==> src/rtl/vscale_sys_arbiter_pkg.sv <==
// Shared AHB-lite (HASTI) encodings and owner type for the system-port arbiter.
package vscale_sys_arbiter_pkg;

    localparam int HASTI_ADDR_WIDTH = 32;
    localparam int HASTI_BUS_WIDTH  = 32;
    localparam int HASTI_SIZE_WIDTH = 3;

    localparam logic [1:0] HASTI_TRANS_IDLE   = 2'b00;
    localparam logic [1:0] HASTI_TRANS_NONSEQ = 2'b10;
    localparam logic [2:0] HASTI_BURST_SINGLE = 3'b000;
    localparam logic       HASTI_MASTER_NO_LOCK = 1'b0;
    localparam logic [3:0] HASTI_NO_PROT      = 4'b0000;

    // Bit positions inside the two-entry request/grant vectors.
    localparam int REQ_IM = 0;
    localparam int REQ_DM = 1;

    typedef enum logic {
        OWN_IM = 1'b0,
        OWN_DM = 1'b1
    } owner_e;

endpackage

==> src/rtl/vscale_sys_arb_prio.sv <==
// Two-way fixed-priority grant (dm over im) with a saturating im starvation counter.
module vscale_sys_arb_prio
    import vscale_sys_arbiter_pkg::*;
#(
    parameter int STARVE_LIMIT = 4
) (
    input  logic       clk,
    input  logic       resetn,
    input  logic [1:0] req,
    input  logic       accept,
    output logic [1:0] gnt
);

    localparam logic [2:0] LIMIT = 3'(STARVE_LIMIT);

    logic [2:0] starve_r;
    logic [2:0] starve_nxt_s;

    // Grant is only handed out in cycles where a new address phase may issue.
    always_comb begin
        gnt = 2'b00;
        if (accept) begin
            case (req)
                2'b01:   gnt = 2'b01;
                2'b10:   gnt = 2'b10;
                2'b11:   gnt = (starve_r == LIMIT) ? 2'b01 : 2'b10;
                default: gnt = 2'b00;
            endcase
        end else begin
            gnt = 2'b00;
        end
    end

    // Count consecutive accepted cycles in which im asked but dm won.
    always_comb begin
        starve_nxt_s = starve_r;
        if (!req[REQ_IM]) begin
            starve_nxt_s = 3'd0;
        end else if (gnt[REQ_IM]) begin
            starve_nxt_s = 3'd0;
        end else if (gnt[REQ_DM]) begin
            starve_nxt_s = (starve_r == LIMIT) ? starve_r : starve_r + 3'd1;
        end else begin
            starve_nxt_s = starve_r;
        end
    end

    // Starvation counter register.
    always_ff @(posedge clk or negedge resetn) begin
        if (!resetn) begin
            starve_r <= 3'd0;
        end else begin
            starve_r <= starve_nxt_s;
        end
    end

endmodule

==> src/rtl/vscale_sys_arbiter.sv <==
// Shares the AHB-lite system-slave port between the im and dm masters,
// tracking the pipelined data-phase owner and honouring slave wait states.
module vscale_sys_arbiter
    import vscale_sys_arbiter_pkg::*;
#(
    parameter int ADDR_WIDTH   = HASTI_ADDR_WIDTH,
    parameter int BUS_WIDTH    = HASTI_BUS_WIDTH,
    parameter int STARVE_LIMIT = 4
) (
    input  logic                        clk,
    input  logic                        resetn,
    input  logic                        im_req,
    input  logic [ADDR_WIDTH-1:0]       im_addr,
    input  logic                        im_write,
    input  logic [HASTI_SIZE_WIDTH-1:0] im_size,
    input  logic [BUS_WIDTH-1:0]        im_wdata,
    output logic [BUS_WIDTH-1:0]        im_rdata,
    output logic                        im_ready,
    output logic                        im_resp,
    input  logic                        dm_req,
    input  logic [ADDR_WIDTH-1:0]       dm_addr,
    input  logic                        dm_write,
    input  logic [HASTI_SIZE_WIDTH-1:0] dm_size,
    input  logic [BUS_WIDTH-1:0]        dm_wdata,
    output logic [BUS_WIDTH-1:0]        dm_rdata,
    output logic                        dm_ready,
    output logic                        dm_resp,
    output logic [ADDR_WIDTH-1:0]       haddr,
    output logic                        hwrite,
    output logic [HASTI_SIZE_WIDTH-1:0] hsize,
    output logic [1:0]                  htrans,
    output logic [2:0]                  hburst,
    output logic                        hmastlock,
    output logic [3:0]                  hprot,
    output logic [BUS_WIDTH-1:0]        hwdata,
    input  logic [BUS_WIDTH-1:0]        hrdata,
    input  logic                        hready,
    input  logic                        hresp
);

    logic       dp_valid_r;
    owner_e     dp_own_r;
    logic       accept_s;
    logic [1:0] gnt_s;

    // Holding off accept while resetn is low keeps the bus IDLE during reset.
    // An error's first cycle (hready=0) also blocks accept, so no grant is given.
    assign accept_s = resetn & (~dp_valid_r | hready);

    vscale_sys_arb_prio #(
        .STARVE_LIMIT (STARVE_LIMIT)
    ) u_prio (
        .clk    (clk),
        .resetn (resetn),
        .req    ({dm_req, im_req}),
        .accept (accept_s),
        .gnt    (gnt_s)
    );

    // Address-phase mux driven by the granted master.
    always_comb begin
        haddr  = '0;
        hwrite = 1'b0;
        hsize  = '0;
        htrans = HASTI_TRANS_IDLE;
        if (gnt_s[REQ_DM]) begin
            haddr  = dm_addr;
            hwrite = dm_write;
            hsize  = dm_size;
            htrans = HASTI_TRANS_NONSEQ;
        end else if (gnt_s[REQ_IM]) begin
            haddr  = im_addr;
            hwrite = im_write;
            hsize  = im_size;
            htrans = HASTI_TRANS_NONSEQ;
        end else begin
            htrans = HASTI_TRANS_IDLE;
        end
    end

    // Data-phase owner tracking; an in-flight transfer is dropped on reset.
    always_ff @(posedge clk or negedge resetn) begin
        if (!resetn) begin
            dp_valid_r <= 1'b0;
            dp_own_r   <= OWN_IM;
        end else if (accept_s) begin
            dp_valid_r <= |gnt_s;
            dp_own_r   <= gnt_s[REQ_DM] ? OWN_DM : OWN_IM;
        end else begin
            dp_valid_r <= dp_valid_r;
            dp_own_r   <= dp_own_r;
        end
    end

    assign hwdata    = (dp_own_r == OWN_DM) ? dm_wdata : im_wdata;
    assign hburst    = HASTI_BURST_SINGLE;
    assign hmastlock = HASTI_MASTER_NO_LOCK;
    assign hprot     = HASTI_NO_PROT;

    assign im_rdata = hrdata;
    assign dm_rdata = hrdata;

    assign im_ready = (~dp_valid_r | (dp_own_r != OWN_IM) | hready) & (~im_req | gnt_s[REQ_IM]);
    assign dm_ready = (~dp_valid_r | (dp_own_r != OWN_DM) | hready) & (~dm_req | gnt_s[REQ_DM]);

    assign im_resp = hresp & dp_valid_r & (dp_own_r == OWN_IM);
    assign dm_resp = hresp & dp_valid_r & (dp_own_r == OWN_DM);

endmodule

==> config.mk <==
export PLATFORM = sky130hd
export DESIGN_NAME = vscale_sys_arbiter
export DESIGN_NICKNAME = d
export VERILOG_FILES = /design/src/rtl/vscale_sys_arbiter_pkg.sv /design/src/rtl/vscale_sys_arb_prio.sv /design/src/rtl/vscale_sys_arbiter.sv
export SDC_FILE = /design/constraint.sdc
export NUM_CORES = 1
export LEC_CHECK = 0
export BUFFER_PORTS_ARGS = -buffer_cell sky130_fd_sc_hd__buf_2
export CAP_MARGIN = 20
export CORE_AREA = 5 5 122 124
export CTS_BUF_LIST = sky130_fd_sc_hd__clkbuf_16
export DETAILED_ROUTE_END_ITERATION = 7
export DIE_AREA = 0 0 127 129
export HOLD_SLACK_MARGIN = 0.02
export SLEW_MARGIN = 15
export SYNTH_ARGS = -nofsm -noshare
export SYNTH_HDL_FRONTEND = slang
export SYNTH_SLANG_ARGS = --single-unit
==> constraint.sdc <==
create_clock -name clk -period 1.7 [get_ports clk]
set_clock_uncertainty 0.2 [all_clocks]
set_input_delay 0.085 -clock clk [delete_from_list [all_inputs] [get_ports clk]]
set_output_delay 0.085 -clock clk [all_outputs]
set_load 0.05 [all_outputs]
# Word-level counts from Yosys, hierarchy flattened

Cells that the tools add are included.

Bitwise logic cells: 17
Add/subtract/negate cells: 1
Muxes and demuxes: 17
Equality and inequality tests: 6
Reductions and logical operators: 2

Operator list:

| operator              | number |
|---|---|
| $mux W32              | 3 |
| $mux W3               | 6 |
| $mux W2               | 4 |
| $or A1 B1 Y1          | 7 |
| $and A1 B1 Y1         | 6 |
| $pmux W2 S3           | 1 |
| $eq A2 B2 Y1 const B  | 2 |
| $not A1 Y1            | 4 |
| $add A3 B1 Y3 const B | 1 |
| $eq A3 B3 Y1 const B  | 1 |
| $mux W1               | 3 |
| $ne A3 B1 Y1 const B  | 1 |
| $ne A3 B3 Y1 const B  | 1 |
| $eq A2 B1 Y1 const B  | 1 |
| $reduce_and A2 Y1     | 1 |
| $reduce_or A2 Y1      | 1 |

Bits in registers: 5
Input port bits: 174

# Logic depth before layout (Yosys ltp)

Word-level depth: 7
Mapped depth: 7
Gate-level depth less buffers: 5

# By module

Synthesis repeated with hierarchy kept, for this count alone.

Cells, all modules: 200
Area, all modules: 1819.2 um2

By module, submodules not included:

| module              | times used | seq. area each (um2) | cells each | area an instance (um2) |
|---|---|---|---|---|
| vscale_sys_arbiter  | 1          | 50.0                 | 177        | 1611.5 |
| vscale_sys_arb_prio | 1          | 75.1                 | 23         | 207.7 |

# Worst setup path before layout

OpenSTA, ideal clock, no wires.

Path type: register to output
Start point: register u_prio.starve_r[0]
End point: output haddr[0]
Buffers on the path: 1
Required time: 1.415 ns
Data arrival time: 1.767 ns
Slack: -0.352 ns
Stages on the path, launching flop included: 7
Cells stage by stage: dfrtp_1 -> inv_1 -> ha_1 -> a21bo_4 -> buf_12 -> nand3_1 -> a21oi_1

Word-level cells in the longest chain between the ends: 6

RTL lines:

| what                     | line                      | text |
|---|---|---|
| start: declaration       | vscale_sys_arb_prio.sv:16 | `logic [2:0] starve_r;` |
| start signal: assignment | vscale_sys_arb_prio.sv:53 | `starve_r <= starve_nxt_s;` |
| $eq A3 B3 Y1 (*)         | vscale_sys_arb_prio.sv:26 | `2'b11: gnt = (starve_r == LIMIT) ? 2'b01 : 2'b10;` |
| $mux W2 (*)              | vscale_sys_arb_prio.sv:26 |  |
| $pmux W2 S3 (*)          | vscale_sys_arb_prio.sv:23 | `case (req)` |
| $mux W2 (*)              | vscale_sys_arb_prio.sv:22 | `if (accept) begin` |
| $mux W32                 | vscale_sys_arbiter.sv:71  | `end else if (gnt_s[REQ_IM]) begin` |
| $mux W32 (*)             | vscale_sys_arbiter.sv:66  | `if (gnt_s[REQ_DM]) begin` |
| end: declaration         | vscale_sys_arbiter.sv:28  | `output logic [ADDR_WIDTH-1:0] haddr,` |

Every way passes the cells marked *; elsewhere a longest branch is shown, timed or not.

# Worst setup path after layout

Start point: register u_prio.starve_r[0]
End point: output haddr[26]

Same word-level chain as after synthesis.

==> impl_metrics.toml <==
[global_routing]
grt_pass1_wl_mm = 16.77
grt-ovfl-total = 0
grtUsageTotal = 0.1292
grt_max_degree = 23
antenna_found_initial = 0
grt_pass1_vias = 3065

[outcome]
violations = "negative setup slack"
status = "finished with violations"

[clock_tree]
numCtsBuffers = 3
cts_tree = "yes"
clock_latency_ps = 230
clk_pin_slew_ps = 40
clk_path_buf_depth = 2
htree_levels = 1
clock-sinks = 5
cts_root_buffer = "clkbuf_16"

[layout]
syn2layout_area_growth_pct = 107.8
final_net_count = 663
fin_area_um2 = 4945
multi_input_area_um2 = 2044
fill_cells = 1344
insertedDiodeCount = 0
regArea_um2 = 126.4
drive_above_1_share = 0.7798

[worst_setup_path]
cp.arrival_ps = 1690
worstPathRequired_ps = 1410
start_kind = "flop"
cp-end-kind = "output pin"
worstSetupPathType = "reg -> out"
path_max_fanout = 8

[job]
drv_cap = 0

[route]
num_vias = 2802
final_antenna_net_count = 0
post_drt_wl_per_cell_um = 18.00
drtIter0Drc = 45
drtPass1Iterations = 4
drc = 0
wl_mm = 11.99
vias_per_cell = 4.207

[synthesis]
ys_ff_latch = 5
synthArstFlopShare = 1.000
avgSynthCellArea_um2 = 8.380
yosys_warnings = 0
syn-instance-count = 284
netlist.area_leader.share = 0.2303
netlist_area_um2 = 2380
yosysSeqAreaShare = 0.05258
ys_types = 31
ys.flop_type = "dfrtp_1"
synth_area_leaders = "buf_4 23%, mux2_2 15%, nand3_2 13%, a21oi_2 11%, nand3_1 9.3%"
synth_most_common_cell = "buf_4"
synth_edf_count = 0
yosysTopAreaCell = "buf_4"
synthTopCellsByCount = "73 x buf_4, 44 x nand3_1, 32 x mux2_2"

[placement]
dp_slack_ps = -171.2
portBuffers = 214
placed_cell_area_um2 = 3637
gp_congestion = 0.7628
hpwl_mm = 8.570

[die]
die_x_um = 127
coreArea_um2 = 13670
ios = 320
die_h_um = 129
initial_core_util = 0.1741
rows = 43
die-area_um2 = 16380

[timing]
setup_violations = 38
rsz0062_at_grt = "yes"
finalCritPeriodShare = 1.161
finalCriticalPeriod_ps = 1973
tns_ps = -8603
timing.final.hold_violations = 0
relSlewSlack = 0.2911
max_freq_ghz = 0.5068
worst_slack_ps = -273.3
tightest_slew_ps = 1060
final_max_slew_viol_count = 0

[power_and_ir_drop]
vdd_drop_max_mv = 0.2231
p_leak_uw = 0.002102
power_per_cell_area_nw_per_um2 = 573.7

[hold_path]
hold_class = "in -> reg"
==> worst max-delay path, cell delays in order (launching register included) <==
cell and delay (ps):
dfrtp_1 370, inv_2 80, ha_4 150, a21bo_4 170, buf_12 110, buf_12 160, nand3_4 90, a21oi_4 150
buf_6 170
==> cell families after synthesis <==
kind of cell,after synthesis,synth area share
fa+ha+maj,2,0.01051
other cells,1,0.001576
compound gates,46,0.1540
flops,5,0.05258
mux,32,0.1514
buf+inv,104,0.3643
simple gates,94,0.2655
==> layout by cell type (no fill, tap or decap), types with 2 or more instances in the layout <==
master / count
buf_2: 142
buf_6: 64
nand3_1: 37
a21oi_4: 36
dlygate4sd3_1: 33
nand3_4: 27
buf_4: 24
mux2_2: 21
buf_8: 12
nand3_2: 11
mux2_4: 11
buf_12: 10
conb_1: 9
nor2_1: 6
clkbuf_16: 5
dfrtp_1: 4
inv_1: 3
nand2_1: 3
nand4_1: 3
buf_16: 3
inv_2: 2
nor2_2: 2
==> per-layer routing <==
metal	vias to the layer above	track usage	wire, µm
met5	-	0	0
met4	0	0.02839	136
met3	10	0.02989	1094
met2	182	0.2528	6645
met1	1290	0.1406	4111
li1	1320	-	-
==> registers in the layout, summed over array words and instances, names as in the netlist <==
signal,flops
u_prio.starve_r,3
dp_own_r,1
dp_valid_r,1
==> final timing paths <==
path / from / end / slack [ps] / cells past startpoint
setup / recovery: u_prio.starve_r[0] / haddr[26] / -270 / 8
hold / removal: dm_req / dp_own_r / 110 / 4
setup reg to reg: u_prio.starve_r[1] / u_prio.starve_r[1] / 180 / 7
hold reg to reg: u_prio.starve_r[0] / u_prio.starve_r[0] / 490 / 3
max in group asynchronous: resetn / dp_own_r / 890 / 3
min in group asynchronous: resetn / u_prio.starve_r[2] / 260 / 3
==> report_power, final <==
part / switching [µW] / internal, µW
combinational: 1440 / 869
clock: 85.5 / 305
sequential: 8.32 / 127
==> cell type report <==
type                       count  area share
timing repair buffer         290      0.4965
multi-input combinational    183      0.4135
tap                          180     0.04555
sequential                     5     0.02556
clock buffer                   3     0.01518
inverter                       4    0.003036
clock inverter                 1   0.0007591
==> through the flow <==
step | hold slack [ps] | power, µW | instances | utilization
finish | 109.5 | 2837 | 666 | 0.3618
global route | 141.6 | 2952 | 666 | 0.3618
CTS | 109.9 | 2590 | 659 | 0.3346
detailed placement | -130.9 | 1654 | 611 | 0.2662
global placement | -141.3 | 1652 | 611 | 0.2662
floorplan | -410.6 | 1682 | 292 | -
==> what timing repair did <==
action | CTS | global route
resized for setup | 101 | 123
setup endpoints to repair | 41 | 70
hold buffers | 33 | 0
gates cloned | 5 | 3
pin swaps | 36 | 11
setup buffers | 7 | 6
hold endpoints to repair | 70 | 0
Note: power is estimated with default switching activity, not from simulation.
